<file path="config.mk">
export PLATFORM = sky130hd
export DESIGN_NAME = cmd_parser
export DESIGN_NICKNAME = d
export VERILOG_FILES = /design/src/rtl/cmd_parser.sv
export SDC_FILE = /design/constraint.sdc
export NUM_CORES = 1
export LEC_CHECK = 0
export ABC_AREA = 0
export CAP_MARGIN = 20
export CORE_MARGIN = 2
export CORE_UTILIZATION = 45
export CTS_BUF_LIST = sky130_fd_sc_hd__clkbuf_2
export CTS_CLUSTER_DIAMETER = 40
export CTS_CLUSTER_SIZE = 14
export DETAILED_ROUTE_END_ITERATION = 16
export PLACE_DENSITY = 0.71
export SETUP_SLACK_MARGIN = 0.1
export SYNTH_ARGS = -nofsm -noshare
export SYNTH_HDL_FRONTEND = slang
export SYNTH_SLANG_ARGS = --single-unit
</file>
<file path="constraint.sdc">
create_clock -name cmd_clk -period 5.65 [get_ports cmd_clk]
set_input_delay 0.8475 -clock cmd_clk [delete_from_list [all_inputs] [get_ports cmd_clk]]
set_output_delay 0.8475 -clock cmd_clk [all_outputs]
set_load 0.005 [all_outputs]
</file>
<file path="src/rtl/cmd_parser.sv">
// Command frame parser: turns 8-byte USB OUT frames into a command handshake
// and returns a 4-byte status/data response on the USB IN stream.
module cmd_parser #(
  parameter int unsigned WR_WAIT = 64,
  parameter int unsigned TIMEOUT = 1024
) (
  input  logic        areset_n,
  input  logic        cmd_clk,
  input  logic        cmd_rst,
  input  logic        s_tvalid,
  input  logic        s_tlast,
  output logic        s_tready,
  input  logic [7:0]  s_tdata,
  output logic        m_tvalid,
  output logic        m_tlast,
  input  logic        m_tready,
  output logic [7:0]  m_tdata,
  output logic        cmd_vld_o,
  output logic        cmd_ack_o,
  output logic        cmd_dir_o,
  output logic [1:0]  cmd_cmd_o,
  output logic [3:0]  cmd_tag_o,
  output logic [3:0]  cmd_lun_o,
  output logic [15:0] cmd_val_o,
  output logic [27:0] cmd_adr_o,
  input  logic        cmd_rdy_i,
  input  logic        cmd_err_i,
  input  logic [15:0] cmd_val_i
);

  localparam int unsigned CNT_W   = 10;
  localparam int unsigned IDX_W   = 3;
  localparam int unsigned FRAME_W = 55;
  localparam logic [7:0]       MARKER   = 8'hA5;
  localparam logic [IDX_W-1:0] IDX_LAST = IDX_W'(7);
  localparam logic [CNT_W-1:0] WR_LAST  = CNT_W'(WR_WAIT - 1);
  localparam logic [CNT_W-1:0] TMO_LAST = CNT_W'(TIMEOUT - 1);
  localparam logic [2:0] ST_OK  = 3'b001;
  localparam logic [2:0] ST_ERR = 3'b010;
  localparam logic [2:0] ST_TMO = 3'b100;

  typedef enum logic [1:0] {RECV, DROP, ISSUE, SEND} state_t;

  state_t               state;
  logic [IDX_W-1:0]     idx;
  logic [CNT_W-1:0]     cnt;
  // Bytes 0..6 shift in oldest-first; the reserved bit of byte0 falls off the top.
  logic [FRAME_W-1:0]   frame;
  logic [15:0]          rdata;
  logic                 beat_c;
  logic [2:0]           status_c;

  assign beat_c = s_tvalid && s_tready;

  // Issue completion priority: error, read data, write wait expiry, timeout.
  always_comb begin
    status_c = 3'b000;
    if (cmd_err_i)                       status_c = ST_ERR;
    else if (cmd_dir_o && cmd_rdy_i)     status_c = ST_OK;
    else if (!cmd_dir_o && cnt == WR_LAST) status_c = ST_OK;
    else if (cnt == TMO_LAST)            status_c = ST_TMO;
  end

  always_ff @(posedge cmd_clk or negedge areset_n) begin
    if (!areset_n) begin
      state     <= RECV;
      idx       <= '0;
      cnt       <= '0;
      frame     <= '0;
      rdata     <= '0;
      s_tready  <= 1'b0;
      m_tvalid  <= 1'b0;
      m_tlast   <= 1'b0;
      m_tdata   <= '0;
      cmd_vld_o <= 1'b0;
      cmd_ack_o <= 1'b0;
      cmd_dir_o <= 1'b0;
      cmd_cmd_o <= '0;
      cmd_tag_o <= '0;
      cmd_lun_o <= '0;
      cmd_val_o <= '0;
      cmd_adr_o <= '0;
    end else if (cmd_rst) begin
      state     <= RECV;
      idx       <= '0;
      cnt       <= '0;
      frame     <= '0;
      rdata     <= '0;
      s_tready  <= 1'b0;
      m_tvalid  <= 1'b0;
      m_tlast   <= 1'b0;
      m_tdata   <= '0;
      cmd_vld_o <= 1'b0;
      cmd_ack_o <= 1'b0;
      cmd_dir_o <= 1'b0;
      cmd_cmd_o <= '0;
      cmd_tag_o <= '0;
      cmd_lun_o <= '0;
      cmd_val_o <= '0;
      cmd_adr_o <= '0;
    end else begin
      cmd_ack_o <= 1'b0;
      case (state)
        RECV: begin
          s_tready <= 1'b1;
          if (beat_c) begin
            if (idx == IDX_LAST) begin
              idx <= '0;
              if (s_tlast && s_tdata == MARKER) begin
                state     <= ISSUE;
                s_tready  <= 1'b0;
                cnt       <= '0;
                cmd_vld_o <= 1'b1;
                cmd_dir_o <= frame[54];
                cmd_cmd_o <= frame[53:52];
                cmd_tag_o <= frame[51:48];
                cmd_val_o <= {frame[39:32], frame[47:40]};
                cmd_lun_o <= frame[7:4];
                cmd_adr_o <= {frame[3:0], frame[15:8], frame[23:16], frame[31:24]};
              end else if (!s_tlast) begin
                state <= DROP;
              end
            end else if (s_tlast) begin
              idx <= '0;
            end else begin
              frame <= {frame[FRAME_W-9:0], s_tdata};
              idx   <= idx + IDX_W'(1);
            end
          end
        end

        DROP: begin
          s_tready <= 1'b1;
          if (beat_c && s_tlast) state <= RECV;
        end

        ISSUE: begin
          s_tready <= 1'b0;
          if (status_c != 3'b000) begin
            state     <= SEND;
            cnt       <= '0;
            idx       <= '0;
            cmd_vld_o <= 1'b0;
            m_tvalid  <= 1'b1;
            m_tlast   <= 1'b0;
            m_tdata   <= {cmd_tag_o, 1'b0, status_c};
            rdata     <= (cmd_dir_o && status_c == ST_OK) ? cmd_val_i : 16'h0000;
          end else begin
            cnt <= cnt + CNT_W'(1);
          end
        end

        SEND: begin
          s_tready <= 1'b0;
          if (m_tvalid && m_tready) begin
            idx <= idx + IDX_W'(1);
            case (idx)
              IDX_W'(0): m_tdata <= rdata[7:0];
              IDX_W'(1): m_tdata <= rdata[15:8];
              IDX_W'(2): begin
                m_tdata <= 8'h00;
                m_tlast <= 1'b1;
              end
              default: begin
                state     <= RECV;
                idx       <= '0;
                m_tvalid  <= 1'b0;
                m_tlast   <= 1'b0;
                m_tdata   <= 8'h00;
                cmd_ack_o <= 1'b1;
                s_tready  <= 1'b1;
              end
            endcase
          end
        end

        default: state <= RECV;
      endcase
    end
  end

endmodule

</file>
==> Word level (Yosys, flattened, before mapping) <==
Index checks and enable logic that the tools add are counted.
{ "word_totals": {"register_bits": 154, "inputBits": 32, "output_inout_bits": 68, "word_cells": 168} }
{ "op_classes": {"addsub": 2, "n_eq_ne": 21, "muxes": 96, "n_reduce_logical": 32} }
{ "ops": {"columns": ["operator", "n"], "rows": [
  ["$mux W55", 5],
  ["$mux W16", 9],
  ["$mux W28", 5],
  ["$mux W10", 5],
  ["$mux W4", 10],
  ["$mux W3", 11],
  ["$pmux W8 S2", 2],
  ["$mux W2", 14],
  ["$mux W1", 24],
  ["$mux W8", 3],
  ["$ne A3 B3 Y1 const B", 8],
  ["$reduce_and A4 Y1", 6],
  ["$pmux W10 S2", 1],
  ["$reduce_bool A2 Y1", 6],
  ["$add A10 B1 Y10 const B", 1],
  ["$eq A10 B10 Y1 const B", 1],
  ["$eq A10 B6 Y1 const B", 1],
  ["$pmux W3 S3", 1],
  ["$reduce_bool A3 Y1", 3],
  ["$eq A8 B8 Y1 const B", 1],
  ["$pmux W1 S2", 4],
  ["$pmux W2 S4", 1],
  ["$logic_and A1 B1 Y1", 7],
  ["$reduce_and A7 Y1", 1],
  ["18 further kinds", 21]
]} }

==> Depth between registers and ports, before layout <==
{ "logic_depth": {"word_depth": 11, "depth_mapped": 8, "ltp_nobuf": 7} }

==> Least setup slack after synthesis <==
Ideal clock, no wire load.
{ "synth_timing": {"path_kind": "input to register", "startpoint": "in s_tdata[4]", "endpoint": "reg cmd_dir_o", "setup_time_ps": 136, "arrival_ps": 2180, "required_time_ps": 5514, "slack_ps": 3334, "path_stages": 7, "path_buffers": 2, "path_cell_list": "and4bb_1 > nand4b_2 > or4_1 > buf_4 > buf_6 > nand2_1 > a21oi_1"} }
{ "synth_via": {"elab_chain_cells": 4} }
{ "synth_lines": {"columns": ["element", "line", "source"], "rows": [
  ["start: declaration", "13", "input logic [7:0] s_tdata,"],
  ["$eq A8 B8 Y1", "109", "if (s_tlast && s_tdata == MARKER) begin"],
  ["$logic_and A1 B1 Y1", "109", null],
  ["$reduce_bool A2 Y1 (no source line)", null, null],
  ["$reduce_and A4 Y1 (no source line)", null, null],
  ["end signal: assignment", "114", "cmd_dir_o <= frame[54];"],
  ["end: declaration", "20", "output logic cmd_dir_o,"]
]} }
Every way passes these cells.
A chain may end at the register's enable or synchronous reset.

==> Worst setup path in the final report <==
{ "layout_timing": {"startpoint": "in s_tdata[4]", "endpoint": "reg cmd_adr_o[12]"} }
{ "layout_via": {"elab_chain_cells": 4} }
{ "layout_lines": {"columns": ["element", "line", "source"], "rows": [
  ["$eq A8 B8 Y1", "109", null],
  ["$logic_and A1 B1 Y1", "109", null],
  ["$reduce_bool A2 Y1 (no source line)", null, null],
  ["$reduce_and A4 Y1 (no source line)", null, null],
  ["end signal: assignment", "119", "cmd_adr_o <= {frame[3:0], frame[15:8], frame[23:16], frame[31:24]};"],
  ["end: declaration", "25", "output logic [27:0] cmd_adr_o,"]
]} }
Every way passes these cells.

==> flow_summary_export.csv <==
group,metric,value,unit
status,status,"complete, no violations",
final_layout,utilization,53.7,%
cts,cts_tree,"yes",
detailed_routing,wl,16.0,mm
cts,post_cts_buffers,0,
cts,cts_buffers,17,
floorplanning,start_util,45.6,%
grt,grt_max_degree,117,
synth,synth_ff_type,"dfrtp_1",
sta,fin_setup_tns,0,ns
floorplanning,ioPinCount,100,
floorplanning,fp-row-count,45,
detailed_routing,routedWlPerCell,15.7,um
synth,synthesis.nets,782,
pwr,vdd_ir_drop_max,104,uV
sta,setup_viol,0,
grt,grt_pass1_vias,5326,
floorplanning,die_y,127,um
grt,grt_first_pass_wirelength,26.8,mm
floorplanning,die_w,127,um
synth,synth_top_area_share,56.2,%
synth,yosysSeqAreaShare,56.2,%
critical_path,crit_type,"in -> reg",
synth,syn-cell-area,0.00685,mm^2
sta,tightestPinTransition,1.07,ns
synth,ys_ff_latch,154,
detailed_routing,postRouteAntennaNets,0,
grt,globalRouteOverflowTotal,0,
detailed_routing,vias,5501,
critical_path,cpPeakStageDelay,1.19,ns
sta,fin_crit,2.69,ns
cts,ctsHoldBuffers,0,
detailed_routing,drc,0,
critical_path,end_kind,"flop",
place,place_ws,2.15,ns
critical_path,start_kind,"primary input",
synth,yosys.area.top_type,"dfrtp_1",
cts,clock_latency,0.75,ns
detailed_routing,vias_per_cell,5.40,
final_layout,drive_gt1_share,6.51,%
critical_path,r2r-start,"state[0]",
place,hpwl,10.1,mm
floorplanning,core-area,0.0150,mm^2
sta,fin_ws,2.96,ns
synth,synthArstFlopShare,100,%
critical_path,worstPathArrival,3.33,ns
sta,fin_crit_sh,47.6,%
synth,syn_area_per_cell,9.21,um^2
synth,synthCells,744,
cts,root_buffer,"clkbuf_2",
sta,hold_violations,0,
synth,synth-edff-count,0,
cts,cts_sinks,154,
sta,whs,0.205,ns
place,place_congestion,0.834,
cts,h-tree-depth,4,
critical_path,slowest_stage,"or4_2",
job,cap_violations,0,
final_layout,final_area,0.00808,mm^2
detailed_routing,first_pass_iters,5,
cts,post_cts_resized,0,
final_layout,syn_to_final_growth,17.9,%
floorplanning,dieArea,0.0162,mm^2
final_layout,layout.nets,855,
critical_path,crit_path_start,"s_tdata[4]",
pwr,power.density,226,mW/mm^2
place,place_area,0.00785,mm^2
place,portBuffers,99,
sta,rsz0062_at_grt,"no",
pwr,p_leak,3.31,nW
sta,finClkSkew,0.0244,ns
grt,grt_use_total,20.9,%
critical_path,critPathMaxFanout,55,
sta,max_freq,0.372,GHz
sta,slew_violations,0,
synth,synth_area_leaders,"dfrtp_1 56%, nand2_1 14%, a21oi_1 8.5%",
cts,clk_pin_slew,0.20,ns
synth,yosysWarnings,0,
critical_path,cp.required,6.29,ns
grt,antenna_found_initial,1,
sta,slew_headroom,28.7,%
critical_path,cp_cell_sequence,"clkdlybuf4s50_1 > and4bb_1 > nand4b_2 > or4_2 > nand2_1 > a21oi_1",
synth,synth.distinct_cells,57,
cts,clock_path_buffers,2,
hold_path,hold_class,"in -> async",
detailed_routing,drtIter0Drc,556,
-- state kept, by name, indices dropped and copies added (netlist names) --
signal,flops
frame,55
cmd_adr_o,28
cmd_val_o,16
rdata,16
cnt,10
m_tdata,8
cmd_lun_o,4
cmd_tag_o,4
idx,3
cmd_cmd_o,2
state,2
cmd_ack_o,1
cmd_dir_o,1
cmd_vld_o,1
m_tlast,1
m_tvalid,1
s_tready,1
-- cells in the mapped netlist, types with 2 or more instances --
master and count:
a211oi_1 2, a21oi_1 117, a22o_1 8, a22oi_1 8, a311oi_1 2, a31oi_1 4
and4bb_1 2, buf_1 5, buf_2 10, buf_4 5, buf_6 5, clkbuf_1 26
dfrtp_1 154, ha_1 6, inv_1 7, mux2i_1 2, nand2_1 256, nand2b_1 2
nand3_1 8, nand3_4 2, nand4_1 4, nor2_1 12, nor3_1 7, nor4_1 4
o21ai_0 32, o21bai_1 3, o2bb2ai_1 4, o31ai_1 18
-- final cells by class --
class | count | area [um^2]
clock buffers | 18 | 90.1
repair buffers | 106 | 1060
diodes | 1 | 2.50
inverters | 7 | 26.3
fillers | 1388 | 6960
well taps | 188 | 235
clock inverters | 13 | 104
multi-input cells | 531 | 2700
flip-flops and latches | 154 | 3850
-- report_power, final --
part,switching (W),internal [W]
registers,0.0000203,0.00111
logic,0.0000966,0.0000538
clock network,0.000387,0.000152
-- cell families (layout without fill, tap and decap cells) --
group	count (synthesis)	in the layout	share of synthesized area, %
and+or+nand+nor	311	311	19.5
AOI/OAI and AO/OA	210	210	18.1
DFF	154	154	56.2
buffers and inverters	59	144	4.47
adders and majority gates	6	6	1.10
muxes	3	3	0.457
xor gates and xnor gates	1	1	0.128
other	0	1	0
-- metrics by stage --
stage / power, W / cells
finish: 0.00182 / 1018
global route: 0.00191 / 1018
CTS: 0.00184 / 1016
detailed placement: 0.00130 / 985
global placement: 0.00130 / 985
floorplan: 0.00123 / 744
-- cell usage in the layout, fill, tap and decap left out, drive strengths merged, types with 3 or more instances in the layout --
cell type,instances
o2bb2ai,4
nand3,10
nor4,4
dfrtp,154
o21ai,33
inv,8
o21bai,3
ha,6
clkinv,8
a22oi,8
a21oi,118
nor2,12
clkdlybuf4s50,97
nand4,4
a31oi,4
nand2,256
clkbuf,18
nor3,7
clkinvlp,3
o31ai,18
buf,9
a22o,8
-- worst max-delay path, delay by kind of cell --
| family | cells | cell delay [ns] |
|---|---|---|
| buffers and inverters | 1 | 0.44 |
| and+or+nand+nor | 4 | 1.93 |
| AOI/OAI and AO/OA | 1 | 0.09 |
-- final timing paths --
path	end	slack (ns)	cells after the start
worst max-delay path	cmd_adr_o[12]	2.96	6
worst min-delay path	rdata[15]	0.20	1
worst max register to register	cmd_adr_o[12]	3.02	4
worst min register to register	m_tdata[5]	0.52	1
max in group asynchronous	frame[31]	4.26	2
min in group cmd_clk	m_tdata[3]	0.35	2
-- routing by layer --
layer / global-route usage [%] / vias to the layer above / routed length, um
met5: 0 / - / 0
met4: 7.18 / 0 / 284
met3: 4.52 / 26 / 695
met2: 29.9 / 139 / 7170
met1: 31.5 / 2649 / 7810
li1: - / 2687 / -
(Power assumes the default switching activity.)
